--- config.mk ---
export PLATFORM = sky130hd
export DESIGN_NAME = arb_client
export DESIGN_NICKNAME = d
export VERILOG_FILES = /design/src/rtl/arb_client.sv
export SDC_FILE = /design/constraint.sdc
export NUM_CORES = 1
export LEC_CHECK = 0
export ABC_AREA = 1
export BUFFER_PORTS_ARGS = -buffer_cell sky130_fd_sc_hd__buf_4
export CAP_MARGIN = 20
export CORE_AREA = 2 2 174 176
export DETAILED_ROUTE_END_ITERATION = 16
export DIE_AREA = 0 0 176 178
export HOLD_SLACK_MARGIN = 0.02
export SYNTH_ARGS = -nofsm -noshare
export SYNTH_HDL_FRONTEND = slang
export SYNTH_SLANG_ARGS = --single-unit
--- constraint.sdc ---
create_clock -name clk -period 11.3 [get_ports clk]
set_input_delay 1.695 -clock clk [delete_from_list [all_inputs] [get_ports clk]]
set_output_delay 1.695 -clock clk [all_outputs]
set_load 0.005 [all_outputs]
--- src/rtl/arb_client.sv ---
// Requester-side endpoint for the round-robin sticky-grant arbiter: buffers outbound
// words, requests while data is held, and yields for one cycle after MAX_BURST beats.
module arb_client #(
    parameter int DW        = 64,
    parameter int DEPTH     = 4,
    parameter int MAX_BURST = 4
) (
    input  logic                         clk,
    input  logic                         reset_n,
    input  logic                         in_valid,
    input  logic [DW-1:0]                in_data,
    output logic                         in_ready,
    output logic                         req,
    input  logic                         gnt,
    output logic                         out_valid,
    output logic [DW-1:0]                out_data,
    output logic [$clog2(DEPTH+1)-1:0]   count,
    output logic [1:0]                   dbg_state
);

    localparam int CW = $clog2(DEPTH + 1);
    localparam int PW = $clog2(DEPTH);
    localparam int BW = $clog2(MAX_BURST + 1);
    localparam logic [CW-1:0] FULL_COUNT = CW'(DEPTH);
    localparam logic [BW-1:0] LAST_BEAT  = BW'(MAX_BURST - 1);

    typedef enum logic [1:0] {
        IDLE  = 2'd0,
        REQ   = 2'd1,
        YIELD = 2'd2
    } state_t;

    state_t        state, state_next;
    logic [DW-1:0] mem [DEPTH];
    logic [PW-1:0] wr_ptr, rd_ptr;
    logic [CW-1:0] count_next;
    logic [BW-1:0] beats, beats_next;
    logic          push, pop;

    // Full means full: a same-cycle pop never opens a slot for the incoming word.
    assign in_ready  = (count != FULL_COUNT);
    assign push      = in_valid & in_ready;
    assign req       = (state == REQ);
    assign out_valid = req & gnt & (count != '0);
    assign pop       = out_valid;
    assign out_data  = mem[rd_ptr];
    assign dbg_state = state;

    always_comb begin
        count_next = count;
        if (push && !pop) begin
            count_next = count + CW'(1);
        end else if (pop && !push) begin
            count_next = count - CW'(1);
        end
    end

    always_comb begin
        state_next = state;
        case (state)
            IDLE: begin
                if (count != '0 || push) state_next = REQ;
            end
            REQ: begin
                // Burst limit wins over emptying so the yield cycle is never skipped.
                if (pop && beats == LAST_BEAT) begin
                    state_next = YIELD;
                end else if (pop && count == CW'(1) && !push) begin
                    state_next = IDLE;
                end
            end
            YIELD: begin
                state_next = (count_next != '0) ? REQ : IDLE;
            end
            default: state_next = IDLE;
        endcase
    end

    always_comb begin
        beats_next = beats;
        if (state_next != REQ) begin
            beats_next = '0;
        end else if (pop) begin
            beats_next = beats + BW'(1);
        end
    end

    always_ff @(posedge clk or negedge reset_n) begin
        if (!reset_n) begin
            state  <= IDLE;
            count  <= '0;
            beats  <= '0;
            wr_ptr <= '0;
            rd_ptr <= '0;
        end else begin
            state  <= state_next;
            count  <= count_next;
            beats  <= beats_next;
            if (push) wr_ptr <= wr_ptr + PW'(1);
            if (pop)  rd_ptr <= rd_ptr + PW'(1);
        end
    end

    always_ff @(posedge clk) begin
        if (push) mem[wr_ptr] <= in_data;
    end

endmodule
==> results.txt <==
Clock Skews - 11.82 ps
Post-DP HPWL - 12,310 um
Max FO, Critical Path - 81
Critical Path RT - 9610 ps
Longest Clk Path Bufs - 3
Dpl cell area - 11,740 um^2
Nets@finish - 934
Clock Sinks - 268
Post-synth ARST share - 4.478%
RSZ-0062 raised after global routing - false
CTS Buf Count - 28
CTS tree - done
Drt pass-1 iters - 4
IR drop worst, VDD - 168.7 uV
Max Cap Violations - 0
Post-CTS setup buffer count - 0
EDFF count, synth - 256
Syn Inst Count - 717
Leak Pwr - 4.480 nW
Post-synthesis register bit count - 268
Cell taking the most area after synthesis - edfxtp_1
Io pins - 140
Crit path kind - reg -> out
Routability cong. - 0.6986
Most frequent cells in the layout - edfxtp_1, buf_4, nor2_1
Yosys top cell area share - 75.23%
DRC - 0
Core box area - 29,400 um^2
Launch point of the worst path - rd_ptr[0]$_DFFE_PN0P_
Wire length per cell - 17.46 um
Layout area overhead - 24.22%
Post-Place Worst Slack - 7010 ps
Post-synth top flop - edfxtp_1
Largest net degree at the start of global routing - 83
Total die area - 31,330 um^2
R2R Path Start - count[0]$_DFF_PN0_
Vias - 6,149
Worst-path clk slew - 60 ps
Fmax - 0.2103 GHz
Post-synthesis sequential area ratio - 78.17%
Worst setup SP type - flop
Worst setup path end - out_data[43]
Die extent in y - 178 um
Layout cells sized above 1 - 25.51%
Ys Warns - 0
CP Data Arrival Time - 3060 ps
Routed vias/inst - 4.849
Clock Root Buffer - clkbuf_16
Mean area per synthesized cell - 14.25 um^2
Seq. cell area - 7993 um^2
Worst skew pair latency - 530 ps
R2R Setup Slk - 8440 ps
Initial antenna violation count - 0
Tcrit/Tclk final - 42.08%
Starting Density - 34.75%
Num rows - 63
Post-cts sizing count - 0
Outcome - completed
Antenna-violating nets left - 0
Hold buffers post-CTS - 0
TNS Setup - 0 ps
Antenna cell count - 0
Routed WL - 22,140 um
Hold Crit Class - reg -> reg
Buffers added on ports - 139
Hold Vio Cnt, Final - 0
R2R depth - 6
Least-Margin Pin Slew - 999.6 ps
First-pass GRT wire length - 34,180 um
Relative slew slack - 33.20%
Slew Limit Fails - 0
Number of global-route vias before repair - 6,100
Area of the mapped netlist - 10,220 um^2
Tightest hold margin - 508.2 ps
Final Cell Area - 12,690 um^2
Pwr/cell area - 270.0 nW/um^2
PnR worst setup slack - 6544 ps
Die Wd - 176 um
Tmin final - 4756 ps
Reg2reg end - mem[1][33]$_DFFE_PP_
Post-Syn Nets - 795
Gr usage total - 14.08%
Initial drt markers - 393
Fillers - 2,627
Unique masters post-synth - 25
Synth area leaders - edfxtp_1, o21ai_0, nor2_1, o22ai_1, dfrtp_1
# setup viols final - 0
Final core utilization - 43.17%
Commonest non-fill, non-tap cell in the layout - edfxtp_1
CP endpoint kind - primary output
CTS H-tree lvls - 1
Multi-input logic area - 2018 um^2
GR Overflow Total - 0
-- cells by family after synthesis --
logic type | after synthesis | share of synthesized area (%)
simple gates | 180 | 7.751
fa+ha+maj | 10 | 1.224
compound gates | 194 | 10.31
xor+xnor | 2 | 0.1715
buf+inv | 63 | 2.375
flops | 268 | 78.17
-- where the power goes --
part	internal, mW	switching (mW)
Clock	0.545	0.361
Combinational	0.457	0.679
Sequential	1.31	0.0747
-- layout make-up --
type                    instances  area share [%]
repair buffers                150           9.226
clock inverters                 8          0.5816
inverters                      22          0.6900
well taps                     390           3.844
multi-input cells             386           15.90
flip-flops and latches        268           62.97
clock buffers                  44           6.792
-- cell usage after synthesis (2+ instances only) --
cell type and instances:
clkbuf_1 36, nand3_4 2, nand2_1 13, nor2_2 2, dfrtp_1 12, xor2_1 2
buf_2 3, ha_1 10, o22ai_1 64, nand2_2 8, o21ai_0 129, inv_1 17
nor2_1 136, inv_2 3, edfxtp_1 256, nand2_4 2, nand3_1 13, buf_1 2
-- per-stage QoR --
step,instances,total power [mW]
2_1_floorplan,717,2.008
3_3_place_gp,1213,2.553
3_5_place_dp,1215,2.576
4_1_cts,1267,3.491
5_1_grt,1268,3.656
6_report,1268,3.427
-- worst max-delay path: stages (launching register included) --
cell     delay (ps)
dfrtp_4         700
inv_4           450
buf_4           680
o21ai_0         160
o22ai_1         230
buf_4           160
-- flip-flops by register name, indices dropped and copies added, names as in the netlist --
register	cells
rd_ptr	2
count	3
wr_ptr	2
beats	3
mem	256
dbg_state	2
-- worst min path at each step --
stage                               from                   end  cells after the start
CTS                 beats[1]$_DFFE_PN0P_  beats[1]$_DFFE_PN0P_                      2
finish              beats[1]$_DFFE_PN0P_  beats[1]$_DFFE_PN0P_                      2
detailed placement  beats[1]$_DFFE_PN0P_  beats[1]$_DFFE_PN0P_                      2
global placement    beats[1]$_DFFE_PN0P_  beats[1]$_DFFE_PN0P_                      2
global route        beats[1]$_DFFE_PN0P_  beats[1]$_DFFE_PN0P_                      2
floorplan           beats[2]$_DFFE_PN0P_  beats[2]$_DFFE_PN0P_                      2
-- metal layers --
| metal | global-route usage, % | part of all wire [%] | vias to the layer above |
|---|---|---|---|
| met5 | 0 | 0 | - |
| met4 | 3.512 | 2.2 | 0 |
| met1 | 17.77 | 44 | 3031 |
| met2 | 24.43 | 48 | 146 |
| li1 | - | - | 2941 |
| met3 | 3.495 | 5.8 | 31 |
Note: power is estimated with default switching activity, not from simulation.
